$ cat config.mk
export PLATFORM = sky130hd
export DESIGN_NAME = mac_psum_acc_flat
export DESIGN_NICKNAME = d
export VERILOG_FILES = /design/src/rtl/mac_pkg.sv /design/src/rtl/mac_psum_acc_if.sv /design/src/rtl/mac_psum_acc.sv /design/src/flat_wrapper.sv
export SDC_FILE = /design/constraint.sdc
export NUM_CORES = 1
export LEC_CHECK = 0
export ABC_AREA = 1
export CORE_MARGIN = 2
export CORE_UTILIZATION = 56
export DETAILED_ROUTE_END_ITERATION = 10
export PLACE_DENSITY = 0.81
export SYNTH_ARGS = -nofsm -noshare
export SYNTH_HDL_FRONTEND = slang
export SYNTH_SLANG_ARGS = --single-unit
$ cat constraint.sdc
create_clock -name clk -period 2.2 [get_ports clk]
set_input_delay 0.44 -clock clk [delete_from_list [all_inputs] [get_ports clk]]
set_output_delay 0.44 -clock clk [all_outputs]
set_load 0.02 [all_outputs]
$ cat src/rtl/mac_pkg.sv
// mac_pkg
// Shared constants and types for the MAC array back end.
//   BW      : operand width of the upstream MAC.
//   BW_PSUM : width of one signed partial sum leaving the MAC array.
//   BW_ACC  : accumulator width. It holds 16 worst-case partial sums.
//   LEN_BW  : width of the beats-per-output count.
//   acc_state_t : state encoding of the partial-sum accumulator.
package mac_pkg;

  localparam int BW      = 8;
  localparam int BW_PSUM = 2*BW + 4;
  localparam int BW_ACC  = BW_PSUM + 4;
  localparam int LEN_BW  = 4;

  typedef enum logic [1:0] {
    IDLE,
    ACC,
    DONE
  } acc_state_t;

endpackage

$ cat src/rtl/mac_psum_acc_if.sv
// mac_psum_acc_if
// Bundles the two valid/ready channels of the partial-sum accumulator.
//   Input side  : len, psum_in, in_valid (towards the accumulator), in_ready (back).
//   Output side : out_data, out_valid (from the accumulator), out_ready (back).
// Modports:
//   slave  : the accumulator itself.
//   master : whatever drives the partial sums and drains the results.
interface mac_psum_acc_if;
  import mac_pkg::*;

  logic        [LEN_BW-1:0]  len;
  logic signed [BW_PSUM-1:0] psum_in;
  logic                      in_valid;
  logic                      in_ready;
  logic signed [BW_ACC-1:0]  out_data;
  logic                      out_valid;
  logic                      out_ready;

  modport slave (
    input  len,
    input  psum_in,
    input  in_valid,
    input  out_ready,
    output in_ready,
    output out_data,
    output out_valid
  );

  modport master (
    output len,
    output psum_in,
    output in_valid,
    output out_ready,
    input  in_ready,
    input  out_data,
    input  out_valid
  );

endinterface

$ cat src/rtl/mac_psum_acc.sv
// mac_psum_acc
// Downstream stage of the 8-lane signed MAC array. It sums N consecutive
// signed partial sums into a 24-bit accumulator. N is 1..15; it is taken from
// len on the first beat, and a len of 0 counts as 1. The finished sum is
// presented on a valid/ready output. A new group may start in the same cycle
// the previous result is taken, so throughput is one result every N cycles.
// Ports:
//   clk     : rising-edge clock
//   reset_n : asynchronous active-low reset
//   clear   : synchronous flush. It drops any partial or pending result and
//             blocks input for that cycle.
//   busy    : high while a group is being accumulated or a result is pending
//   bus     : mac_psum_acc_if.slave (psum input channel + result output channel)
// Build option:
//   MAC_PSUM_ACC_RELU_EN : when defined, negative results are clamped to zero
//   as they are loaded into out_data. The accumulator itself is never clamped.
module mac_psum_acc
  import mac_pkg::*;
(
  input  logic          clk,
  input  logic          reset_n,
  input  logic          clear,
  output logic          busy,
  mac_psum_acc_if.slave bus
);

  acc_state_t                state_q, state_d;
  logic signed [BW_ACC-1:0]  acc_q, acc_d;
  logic signed [BW_ACC-1:0]  out_data_q, out_data_d;
  logic        [LEN_BW-1:0]  cnt_q, cnt_d;
  logic        [LEN_BW-1:0]  n_lat_q, n_lat_d;
  logic                      out_valid_q, out_valid_d;
  logic                      busy_q, busy_d;

  logic signed [BW_ACC-1:0]  psum_ext;
  logic signed [BW_ACC-1:0]  acc_sum;
  logic        [LEN_BW-1:0]  len_eff;
  logic                      in_ready;
  logic                      in_fire;
  logic                      out_fire;
  logic                      take_first;
  logic                      take_next;

  function automatic logic signed [BW_ACC-1:0] sext_psum(
    input logic signed [BW_PSUM-1:0] p
  );
    return {{(BW_ACC-BW_PSUM){p[BW_PSUM-1]}}, p};
  endfunction

  // Value placed on out_data. With the ReLU build, negative sums read as zero.
  function automatic logic signed [BW_ACC-1:0] out_clamp(
    input logic signed [BW_ACC-1:0] v
  );
`ifdef MAC_PSUM_ACC_RELU_EN
    return v[BW_ACC-1] ? '0 : v;
`else
    return v;
`endif
  endfunction

  assign psum_ext = sext_psum(bus.psum_in);
  assign acc_sum  = acc_q + psum_ext;
  assign len_eff  = (bus.len == '0) ? LEN_BW'(1) : bus.len;

  // The input is open while collecting. While a result is pending, the input
  // is open only if that result leaves in the same cycle; this is the
  // back-to-back overlap path. clear always closes the input.
  always_comb begin
    in_ready = 1'b0;
    if (!clear) begin
      case (state_q)
        IDLE:    in_ready = 1'b1;
        ACC:     in_ready = 1'b1;
        DONE:    in_ready = bus.out_ready;
        default: in_ready = 1'b0;
      endcase
    end
  end

  assign in_fire    = bus.in_valid & in_ready;
  assign out_fire   = out_valid_q & bus.out_ready;
  assign take_first = in_fire & ((state_q == IDLE) | (state_q == DONE));
  assign take_next  = in_fire & (state_q == ACC);

  // Next-state logic. A first beat loads the accumulator and latches N.
  // Any beat that completes a group also loads out_data, so out_data changes
  // only when a new result is presented.
  always_comb begin
    state_d     = state_q;
    acc_d       = acc_q;
    cnt_d       = cnt_q;
    n_lat_d     = n_lat_q;
    out_data_d  = out_data_q;
    out_valid_d = out_valid_q;

    if (clear) begin
      state_d     = IDLE;
      acc_d       = '0;
      cnt_d       = '0;
      out_valid_d = 1'b0;
    end else begin
      if (out_fire) begin
        state_d     = IDLE;
        out_valid_d = 1'b0;
      end

      if (take_first) begin
        acc_d   = psum_ext;
        cnt_d   = LEN_BW'(1);
        n_lat_d = len_eff;
        if (len_eff == LEN_BW'(1)) begin
          state_d     = DONE;
          out_data_d  = out_clamp(psum_ext);
          out_valid_d = 1'b1;
        end else begin
          state_d = ACC;
        end
      end else if (take_next) begin
        acc_d = acc_sum;
        cnt_d = cnt_q + LEN_BW'(1);
        if ((cnt_q + LEN_BW'(1)) == n_lat_q) begin
          state_d     = DONE;
          out_data_d  = out_clamp(acc_sum);
          out_valid_d = 1'b1;
        end
      end
    end

    busy_d = (state_d != IDLE);
  end

  // State and output registers. All of them return to zero/IDLE on reset.
  always_ff @(posedge clk or negedge reset_n) begin
    if (!reset_n) begin
      state_q     <= IDLE;
      acc_q       <= '0;
      cnt_q       <= '0;
      n_lat_q     <= '0;
      out_data_q  <= '0;
      out_valid_q <= 1'b0;
      busy_q      <= 1'b0;
    end else begin
      state_q     <= state_d;
      acc_q       <= acc_d;
      cnt_q       <= cnt_d;
      n_lat_q     <= n_lat_d;
      out_data_q  <= out_data_d;
      out_valid_q <= out_valid_d;
      busy_q      <= busy_d;
    end
  end

  assign bus.in_ready  = in_ready;
  assign bus.out_data  = out_data_q;
  assign bus.out_valid = out_valid_q;
  assign busy          = busy_q;

endmodule

$ cat src/flat_wrapper.sv
// flat-port wrapper written by rule: the top's interface ports become plain ports
module mac_psum_acc_flat import mac_pkg::*;
  (clk, reset_n, clear, busy, bus_len, bus_psum_in, bus_in_valid, bus_out_ready, bus_in_ready, bus_out_data, bus_out_valid);
  mac_psum_acc_if bus_i ();
  input  logic clk;
  input  logic reset_n;
  input  logic clear;
  output logic busy;
  input wire logic [$bits(bus_i.len)-1:0] bus_len;
  input wire logic [$bits(bus_i.psum_in)-1:0] bus_psum_in;
  input wire logic [$bits(bus_i.in_valid)-1:0] bus_in_valid;
  input wire logic [$bits(bus_i.out_ready)-1:0] bus_out_ready;
  output wire logic [$bits(bus_i.in_ready)-1:0] bus_in_ready;
  output wire logic [$bits(bus_i.out_data)-1:0] bus_out_data;
  output wire logic [$bits(bus_i.out_valid)-1:0] bus_out_valid;
  assign bus_i.len = bus_len;
  assign bus_i.psum_in = bus_psum_in;
  assign bus_i.in_valid = bus_in_valid;
  assign bus_i.out_ready = bus_out_ready;
  assign bus_in_ready = bus_i.in_ready;
  assign bus_out_data = bus_i.out_data;
  assign bus_out_valid = bus_i.out_valid;
  mac_psum_acc u_core (.clk(clk), .reset_n(reset_n), .clear(clear), .busy(busy), .bus(bus_i));
endmodule
# Word-level counts from Yosys, hierarchy flattened
# Index checks and enable logic that the tools add are counted.
# Widths: inputs -> output; s select.
[word_totals]
out_inout_bits = 27
inputBits = 29
register_bits = 60
[classes]
mux = 25
n_eq_ne = 5
reduce_logical = 9
bitwise = 6
addsub = 2
[op_table]
columns = ["operator", "n"]
rows = [
  ["$mux 24", 7],
  ["$add 24x20->24", 1],
  ["$mux 4", 4],
  ["$mux 2", 6],
  ["$mux 1", 7],
  ["$reduce_bool 2->1", 3],
  ["$add 4x1->4 const B", 1],
  ["$and 1x1->1", 4],
  ["$eq 4x1->1 const B", 1],
  ["$eq 4x4->1", 1],
  ["$logic_not 4->1", 1],
  ["$reduce_and 4->1", 1],
  ["$reduce_bool 3->1", 1],
  ["$eq 2x1->1 const B", 1],
  ["$eq 2x2->1 const B", 1],
  ["$logic_not 2->1", 1],
  ["$ne 2x2->1 const B", 1],
  ["$pmux 1 s2", 1],
  ["$reduce_and 2->1", 1],
  ["$reduce_or 2->1", 1],
  ["$not 1->1", 1],
  ["$or 1x1->1", 1],
]

# Depth between registers and ports, before layout
# Gate-level depths: netlist of the first run.
[logic_depth]
word_depth = 10
ltp_mapped = 15

# Least setup slack after synthesis of the first run
# OpenSTA, ideal clock, no wires.
[synth_timing]
path_kind = "input to register"
startpoint = "in bus_psum_in[0]"
endpoint = "reg u_core.acc_q[8]"
arrival_time_ps = 1834
setup_slack_ps = 230
t_required_ps = 2064
path_stages = 11
cell_sequence = "ha_1 -> fa_1 -> nand2_1 -> inv_1 -> nand2_1 -> nand2_1 -> nand2_1 -> nand2_1 -> xor2_1 -> mux2i_1 -> o21ai_0"
[synth_via]
elab_chain_len = 4
[synth_lines]
columns = ["item", "line", "rtl"]
rows = [
  ["start: declaration", "flat_wrapper.sv:10", "input wire logic [$bits(bus_i.psum_in)-1:0] bus_psum_in;"],
  ["$add 24x20->24", "mac_psum_acc.sv:62", "assign acc_sum = acc_q + psum_ext;"],
  ["$mux 24", "mac_psum_acc.sv:118", "end else if (take_next) begin"],
  ["$mux 24", "mac_psum_acc.sv:107", "if (take_first) begin"],
  ["$mux 24", "mac_psum_acc.sv:96", "if (clear) begin"],
  ["end signal: assignment", "mac_psum_acc.sv:136", "acc_q <= '0;"],
  ["end signal: assignment", "mac_psum_acc.sv:144", "acc_q <= acc_d;"],
  ["end: declaration", "mac_psum_acc.sv:28", "logic signed [BW_ACC-1:0] acc_q, acc_d;"],
]
# No other way between the ends. The select of a mux whose other input is x is not followed.
# A chain may end at the register's enable or synchronous reset.

# Final worst setup path of the first run
[layout_timing]
startpoint = "in bus_psum_in[0]"
endpoint = "reg u_core.out_data_q[10] (netlist: u_core.bus.out_data[10])"
[layout_via]
elab_chain_len = 4
[layout_lines]
columns = ["item", "line", "rtl"]
rows = [
  ["$add 24x20->24", "mac_psum_acc.sv:62", ""],
  ["$mux 24", "mac_psum_acc.sv:121", "if ((cnt_q + LEN_BW'(1)) == n_lat_q) begin"],
  ["$mux 24", "mac_psum_acc.sv:118", ""],
  ["$mux 24", "mac_psum_acc.sv:107", ""],
  ["end signal: assignment", "mac_psum_acc.sv:147", "out_data_q <= out_data_d;"],
  ["end: declaration", "mac_psum_acc.sv:29", "logic signed [BW_ACC-1:0] out_data_q, out_data_d;"],
]
# No other way between the ends. The select of a mux whose other input is x is not followed.

==> flow_summary.json, run 1 <==
{
  "outcome": "finished clean",
  "crit_path_start_kind": "primary input",
  "gr-usage-met1": 0.411,
  "worst_pin_slew_ns": 0.591,
  "cp_max_fo": 4,
  "period_share": 0.979,
  "drt-vias-per-instance": 5.49,
  "place_area_um2": 5500,
  "grt_max_degree": 38,
  "irDropWorstVdd_mv": 0.607,
  "clock-sinks": 60,
  "grt_pass1_wl_um": 21200,
  "port-buffer-count": 55,
  "htreeDepth": 3,
  "critPathBufInv": 2,
  "path_cells": "clkdlybuf4s50_1 > ha_2 > fa_2 > nand2_1 > inv_1 > nand4_1 > nand3b_1 > xnor2_1 > o21ai_0 > nand2_1 > nand2_1",
  "use_met2": 0.549,
  "worstHoldPathType": "in2async",
  "fp.dieW_um": 92.4,
  "syn_to_final_growth_pct": 37.8,
  "cap_violations": 0,
  "gr-usage-met3": 0.0431,
  "setup_ws_ns": 0.0466,
  "hold_ws_ns": 0.0770,
  "cts_tree": "built",
  "initial_core_util": 0.573,
  "vias": 4796,
  "synth-seq-cells": 60,
  "grt_pass1_vias": 4684,
  "ys.flop_type": "dfrtp_1",
  "fillers": 523,
  "stdcell_area_um2": 6040,
  "overflow": 0,
  "ctsLongestPathBuffers": 2,
  "drv_slew": 0,
  "clk_pin_slew_ns": 0.08,
  "synth_edf_count": 0,
  "synth_nets": 703,
  "fin_skew_ns": 0.00987,
  "io_pins": 56,
  "crit_top_cell": "nand2_1",
  "drt_first_pass_iters": 8,
  "max_freq_mhz": 464,
  "relSlewSlack": 0.606,
  "worstSetupEndpointType": "flip-flop",
  "grt_usage": 0.317,
  "hold_violations": 0,
  "crit_type": "in2reg",
  "cts_inserted_buffers": 9,
  "drive_above_1_share": 0.196,
  "busiest_layer": "met2",
  "dpl.hpwl_um": 9820,
  "routed_wl_um": 13500,
  "cp_top_family": "adder cells",
  "route.detailed.drc": 0,
  "arrival_ns": 2.45,
  "cp.required_ns": 2.49,
  "min_period_ns": 2.15,
  "yosysUniqueCellTypes": 41,
  "cts_root_buffer": "clkbuf_8",
  "fp.dieArea_um2": 8550,
  "ys_seq_area_frac": 0.343,
  "row_count": 32,
  "antenna-diode-count": 0,
  "netlist_area_um2": 4380,
  "avgSynthCellArea_um2": 6.75,
  "setup_viol": 0,
  "crit_path_max_incr_delay_ns": 0.43,
  "cpMaxStageDelayCell": "clkdlybuf4s50_1",
  "p_per_area_nw_per_um2": 887,
  "detail_route.wl_per_cell_um": 15.5,
  "drt_iter0_drc": 499,
  "yosysWarnings": 0,
  "pre_cts_ws_ns": -0.376,
  "insertion_delay_ns": 0.35,
  "fp.dieH_um": 92.4,
  "synthCells": 649,
  "async_flop_share": 1.00,
  "ant_nets": 0,
  "nets": 821,
  "leakagePower_nw": 3.23,
  "antenna_found_initial": 0,
  "core_um2": 7650,
  "gp_congestion": 1.02
}
-- final timing paths --
kind / from / to / slack, ns / depth (start not counted)
setup reg to reg: u_core.acc_q[0] / u_core.bus.out_data[10] / 0.16 / 10
max in group asynchronous: reset_n / u_core.bus.out_data[22] / 1.50 / 2
setup / recovery: bus_psum_in[0] / u_core.bus.out_data[10] / 0.05 / 11
hold reg to reg: u_core.bus.out_data[13] / u_core.bus.out_data[13] / 0.49 / 2
hold / removal: reset_n / u_core.cnt_q[1] / 0.08 / 1
min in group clk: u_core.bus.out_data[13] / u_core.bus.out_data[13] / 0.49 / 2
-- layer usage --
metal	up-vias	routed length, um
li1	2266	-
met1	2250	5490
met4	0	405
met3	50	964
met5	-	0
met2	230	6650
-- metrics by stage --
step	TNS, ns	utilization	instances	total power [W]
6_report	0	0.789	874	0.00535
5_1_grt	-0.285	0.789	874	0.00567
4_1_cts	0	0.747	873	0.00513
3_5_place_dp	-11.85	0.719	857	0.00404
3_3_place_gp	-10.06	0.719	857	0.00396
2_1_floorplan	0	-	649	0.00295
-- worst register-to-register path, cell delays in order (launching register included) --
cell and delay, ns:
dfrtp_1 0.39, ha_2 0.20, fa_2 0.34, nand2_1 0.07
inv_1 0.07, nand4_1 0.10, nand3b_1 0.15, xnor2_1 0.15
o21ai_0 0.31, nand2_1 0.12, nand2_1 0.07
-- power by group --
group	internal, W	total (W)	switching [W]
Sequential	0.00139	0.00162	0.000225
Clock	0.000562	0.00107	0.000512
Combinational	0.00120	0.00266	0.00146
-- area by class of cell --
class                      instances  area, um^2  area share
clock buffer                      10         138      0.0228
clock inverter                     6        71.3      0.0118
timing repair buffer             119        1090       0.181
inverter                          91         347      0.0574
tap                              102         128      0.0211
multi-input combinational        486        2760       0.457
sequential                        60        1500       0.249
-- synthesized netlist by cell type, drive strengths merged (3+ instances only) --
cell | instances | area, um^2
nand2 | 286 | 1080
inv | 90 | 343
dfrtp | 60 | 1500
nand3 | 51 | 260
nor2 | 34 | 165
o21ai | 29 | 179
ha | 24 | 300
a21oi | 15 | 86.3
buf | 10 | 68.8
nand4 | 8 | 50.1
or2 | 7 | 43.8
xnor2 | 7 | 61.3
nand3b | 5 | 37.5
xor2 | 5 | 43.8
mux2i | 3 | 30.0
-- registers in the layout, summed over array words and instances, names as in the netlist --
register / flops
u_core.acc_q: 24
u_core.bus.out_data: 24
u_core.cnt_q: 4
u_core.bus.out_valid: 1
u_core.n_lat_q: 4
u_core.busy: 1
u_core.state_q: 2
-- repair_timing --
item	in CTS	in global routing
gates resized for setup	2	52
hold buffers	0	0
cloned	0	0
setup buffers	0	1
endpoints found under the setup margin	4	37
pin swaps	0	9
-- kinds of logic (layout without fill, tap and decap cells) --
family          count (synthesis)  after routing  share of synthesized area
mux                             3              3                    0.00686
simple gates                  394            394                      0.378
flops                          60             60                      0.343
buf+inv                       103            226                     0.0965
compound gates                 52             52                     0.0786
xor+xnor                       12             12                     0.0240
fa+ha+maj                      25             25                     0.0731
-- cells in the final DEF (no fill, tap or decap), types with 11 or more instances in the layout --
| cell type | n |
|---|---|
| a21oi_1 | 11 |
| buf_4 | 60 |
| clkdlybuf4s50_1 | 46 |
| dfrtp_1 | 60 |
| ha_4 | 18 |
| inv_1 | 85 |
| nand2_1 | 276 |
| nand3_1 | 48 |
| nor2_1 | 22 |
| o21ai_1 | 14 |
Power figures use the tool's default switching activity.
==> run 2: changes to the inputs <==
--- a/config.mk
+++ b/config.mk
@@ -7,9 +7,10 @@
 export LEC_CHECK = 0
 export ABC_AREA = 1
 export CORE_MARGIN = 2
-export CORE_UTILIZATION = 56
+export CORE_UTILIZATION = 61
+export CTS_CLUSTER_SIZE = 28
 export DETAILED_ROUTE_END_ITERATION = 10
-export PLACE_DENSITY = 0.81
+export PLACE_DENSITY = 0.87
 export SYNTH_ARGS = -nofsm -noshare
 export SYNTH_HDL_FRONTEND = slang
 export SYNTH_SLANG_ARGS = --single-unit
==> constraint.sdc (replaced) <==
create_clock -name clk -period 2.5 [get_ports clk]
set_input_delay 0.5 -clock clk [delete_from_list [all_inputs] [get_ports clk]]
set_output_delay 0.5 -clock clk [all_outputs]
set_load 0.02 [all_outputs]
==> flow_summary.json, run 2 (synthesis gave the netlist of run 1 again) <==
{
  "cp_max_fo": 3,
  "worstSetupEndpointType": "output port",
  "drt_iter0_drc": 329,
  "hold_violations": 0,
  "outcome": "finished clean",
  "fp.dieArea_um2": 7870,
  "drt_first_pass_iters": 6,
  "syn_to_final_growth_pct": 24.4,
  "core_um2": 6870,
  "routed_wl_um": 12200,
  "drv_slew": 0,
  "overflow": 0,
  "cts.repair.resized": 0,
  "ant_nets": 0,
  "gp_congestion": 1.04,
  "cap_violations": 0,
  "layout_commonest_cell": "nand2_1",
  "drt-vias-per-instance": 5.37,
  "ctsLongestPathBuffers": 2,
  "route.detailed.drc": 0,
  "crit_type": "in2out",
  "io_pins": 56,
  "fp.dieW_um": 88.7,
  "grt_usage": 0.337,
  "cts_root_buffer": "clkbuf_8",
  "detail_route.wl_per_cell_um": 14.5,
  "drive_above_1_share": 0.109,
  "rsz0062_at_grt": "no",
  "dpl.hpwl_um": 9410,
  "cts_tree": "built",
  "clk_pin_slew_ns": 0.07,
  "port-buffer-count": 55,
  "fin_skew_ns": 0.0102,
  "insertion_delay_ns": 0.35,
  "setup_viol": 0,
  "p_per_area_nw_per_um2": 787,
  "cts_inserted_buffers": 9,
  "power_w": 0.00429,
  "relSlewSlack": 0.599,
  "grt_max_degree": 38,
  "min_period_ns": 2.39,
  "finalSetupTns_ns": 0,
  "vias": 4512,
  "crit_path_start_kind": "primary input",
  "busiest_layer": "met2",
  "cp.required_ns": 2.00,
  "grt_pass1_vias": 4320,
  "gr-usage-met3": 0.0448,
  "layout_common_cells": "284 x nand2_1, 86 x inv_1, 60 x dfrtp_1, 54 x clkdlybuf4s50_1, 50 x nand3_1",
  "antenna_found_initial": 0,
  "fp.dieH_um": 88.7,
  "worst_pin_slew_ns": 0.602,
  "max_freq_mhz": 418,
  "period_share": 0.957,
  "arrival_ns": 1.89,
  "row_count": 30,
  "use_met2": 0.535,
  "final_core_util": 0.793,
  "leakagePower_nw": 3.01,
  "initial_core_util": 0.638,
  "grt_pass1_wl_um": 20100,
  "antenna-diode-count": 0,
  "nets": 794,
  "gr-usage-met1": 0.470,
  "postCtsHoldBufs": 0,
  "clock-sinks": 60,
  "htreeDepth": 3,
  "irDropWorstVdd_mv": 0.693,
  "postCtsSetupBuffers": 0,
  "worstHoldPathType": "in2async"
}
==> run 2: cell count changes in the layout (fill, tap and decap cells not counted), moves of 7 or more <==
cell,change
clkdlybuf4s50_1,+8
nand2_1,+8
nor2_1,+8
dlymetal6s2s_1,-7
ha_4,-18
nand2_2,-8
ha_1,+19
buf_4,-25
nor2_2,-7
==> run 2: path summary, 6_finish.rpt <==
kind | from | to | slack [ns] | cells after the start
hold reg to reg | u_core.bus.out_data[7] | u_core.bus.out_data[7] | 0.48 | 2
min in group clk | u_core.bus.out_data[7] | u_core.bus.out_data[7] | 0.48 | 2
setup / recovery | bus_out_ready | bus_in_ready | 0.11 | 4
max in group asynchronous | reset_n | u_core.acc_q[20] | 1.73 | 2
setup reg to reg | u_core.cnt_q[0] | u_core.bus.out_data[6] | 0.33 | 11
hold / removal | reset_n | u_core.bus.out_data[7] | 0.16 | 1
==> run 2: final cells by class <==
| type | instances | area, um^2 |
|---|---|---|
| flip-flops and latches | 60 | 1500 |
| clock buffers | 9 | 124 |
| well taps | 96 | 120 |
| clock inverters | 7 | 52.6 |
| multi-input cells | 486 | 2460 |
| fillers | 510 | 1420 |
| inverters | 91 | 347 |
| repair buffers | 92 | 848 |
==> run 2: metrics by stage <==
stage                     instances  cell area, um^2  hold slack (ns)  worst slack (ns)
after floorplan                 649             4380            0.204             0.470
after global placement          825             5270            0.464            -0.120
after detailed placement        825             5270            0.470            -0.135
final                           841             5450            0.155             0.107
after CTS                       841             5450            0.162             0.109
after global routing            841             5450            0.198            0.0383
==> run 2: routing by layer <==
layer / vias up / share of wire
li1: 2216 / -
met1: 2106 / 0.45
met2: 159 / 0.46
met3: 31 / 0.062
met4: 0 / 0.024
met5: - / 0
==> run 2: critical path: stages <==
cell and delay, ns:
clkdlybuf4s50_1 0.51, nand2_1 0.10, a21oi_4 0.16, clkdlybuf4s50_1 0.62
==> run 2: report_power, final <==
group          internal (W)  switching, W  total (W)
Sequential          0.00123      0.000172    0.00140
Clock              0.000362      0.000442   0.000804
Combinational      0.000895       0.00119    0.00209
==> run 3: changes to the inputs <==
--- a/config.mk
+++ b/config.mk
@@ -7,10 +7,13 @@
 export LEC_CHECK = 0
 export ABC_AREA = 1
 export CORE_MARGIN = 2
-export CORE_UTILIZATION = 61
+export CORE_UTILIZATION = 66
 export CTS_CLUSTER_SIZE = 28
 export DETAILED_ROUTE_END_ITERATION = 10
-export PLACE_DENSITY = 0.87
+export DONT_BUFFER_PORTS = 1
+export PLACE_DENSITY = 0.82
+export SLEW_MARGIN = 25
 export SYNTH_ARGS = -nofsm -noshare
 export SYNTH_HDL_FRONTEND = slang
 export SYNTH_SLANG_ARGS = --single-unit
+export TNS_END_PERCENT = 30
==> flow_summary.json, run 3 (synthesis gave the netlist of run 1 again) <==
{
  "r2r_end": "u_core.acc_q[8]",
  "io_pins": 56,
  "finalSetupTns_ns": 0,
  "fin_skew_ns": 0.00696,
  "core_um2": 6390,
  "antenna_found_initial": 0,
  "syn_to_final_growth_pct": 6.74,
  "leakagePower_nw": 2.67,
  "antenna-diode-count": 0,
  "overflow": 0,
  "rsz0062_at_grt": "no",
  "drv_slew": 0,
  "drt_first_pass_iters": 6,
  "grt_usage": 0.339,
  "hold_ws_ns": 0.0195,
  "fillers": 529,
  "clock-sinks": 60,
  "routed_wl_um": 11300,
  "worstSetupEndpointType": "flip-flop",
  "port-buffer-count": 0,
  "cp.required_ns": 2.70,
  "fp.dieW_um": 85.5,
  "clk_pin_slew_ns": 0.07,
  "grt_pass1_vias": 4191,
  "worstReg2RegStart": "u_core.acc_q[0]",
  "drive_above_1_share": 0.0699,
  "ctsLongestPathBuffers": 2,
  "grt_pass1_wl_um": 19300,
  "setup_ws_ns": 0.234,
  "vias": 4081,
  "fp.dieH_um": 85.5,
  "grt_max_degree": 61,
  "multi_input_area_um2": 2460,
  "layout_common_cells": "284 x nand2_1, 86 x inv_1, 60 x dfrtp_1, 50 x nand3_1, 30 x nor2_1",
  "cts.repair.resized": 0,
  "layout_commonest_cell": "nand2_1",
  "reg2reg_depth": 11,
  "ant_nets": 0,
  "relSlewSlack": 0.597,
  "row_count": 29,
  "cts_root_buffer": "clkbuf_8",
  "drt_iter0_drc": 266,
  "max_freq_mhz": 441,
  "insertion_delay_ns": 0.34,
  "dpl.hpwl_um": 8480,
  "postCtsSetupBuffers": 0,
  "cp_max_fo": 4,
  "fp.dieArea_um2": 7310,
  "regArea_um2": 1500,
  "r2r_slack_ns": 0.23,
  "min_period_ns": 2.27,
  "period_share": 0.906,
  "route.detailed.drc": 0,
  "outcome": "finished clean",
  "setup_viol": 0,
  "cts_inserted_buffers": 9,
  "crit_type": "reg2reg",
  "worst_pin_slew_ns": 0.603,
  "nets": 707,
  "detail_route.wl_per_cell_um": 15.4,
  "p_per_area_nw_per_um2": 838,
  "drt-vias-per-instance": 5.55,
  "cts_tree": "built",
  "pre_cts_ws_ns": 0.159,
  "irDropWorstVdd_mv": 0.705,
  "cap_violations": 0,
  "arrival_ns": 2.47,
  "htreeDepth": 3,
  "postCtsHoldBufs": 1,
  "crit_path_start_kind": "flip-flop",
  "initial_core_util": 0.686,
  "gp_congestion": 0.932,
  "worstHoldPathType": "in2async",
  "hold_violations": 0
}
==> run 3: changes by cell type in the layout (fill, tap and decap cells not counted), sizes merged <==
cell	change
clkdlybuf4s50	-54
clkinv	-1
bufinv	+2
clkinvlp	-3
clkbuf	+3
buf	-33
inv	-1
==> run 3: per-stage QoR <==
stage	power (W)	instance area, um^2	cells	util
after floorplan	0.00259	4380	649	-
after global placement	0.00286	4430	718	0.694
after detailed placement	0.00291	4430	718	0.694
final	0.00392	4680	735	0.732
after CTS	0.00392	4680	735	0.732
after global routing	0.00419	4680	735	0.732
==> run 3: worst max-delay path by stage <==
stage	startpoint	to	slack [ns]
final	u_core.acc_q[0]	u_core.acc_q[8]	0.23
after global routing	u_core.acc_q[0]	u_core.acc_q[8]	0.09
after CTS	u_core.acc_q[0]	u_core.acc_q[8]	0.28
after detailed placement	bus_psum_in[0]	u_core.acc_q[8]	0.16
after global placement	bus_psum_in[0]	u_core.acc_q[8]	0.23
after floorplan	bus_psum_in[0]	u_core.acc_q[8]	0.47
==> run 3: critical path: stages (launching register included) <==
cell     delay (ns)
dfrtp_1        0.38
ha_1           0.27
fa_1           0.41
nand2_1        0.07
inv_1          0.08
nand2_1        0.07
nand2_1        0.12
nand2_1        0.09
nand2_1        0.11
xor2_1         0.16
mux2i_1        0.23
o21ai_0        0.13
==> run 3: cell type report <==
class                      instances  area share
sequential                        60       0.321
multi-input combinational        486       0.525
timing repair buffer               5      0.0123
clock inverter                     4      0.0155
inverter                          91      0.0741
clock buffer                      12      0.0310
tap                               77      0.0206
==> run 3: report_power, final <==
| part | internal, W | switching [W] |
|---|---|---|
| registers | 0.00123 | 0.000408 |
| logic | 0.000461 | 0.000845 |
| clock network | 0.000588 | 0.000389 |
==> run 3: routing by layer <==
metal | global-route usage | share of wire | up-vias
met5 | 0 | 0 | -
met4 | 0.146 | 0.027 | 0
met3 | 0.0632 | 0.080 | 28
met2 | 0.550 | 0.47 | 173
met1 | 0.444 | 0.42 | 1844
li1 | - | - | 2036
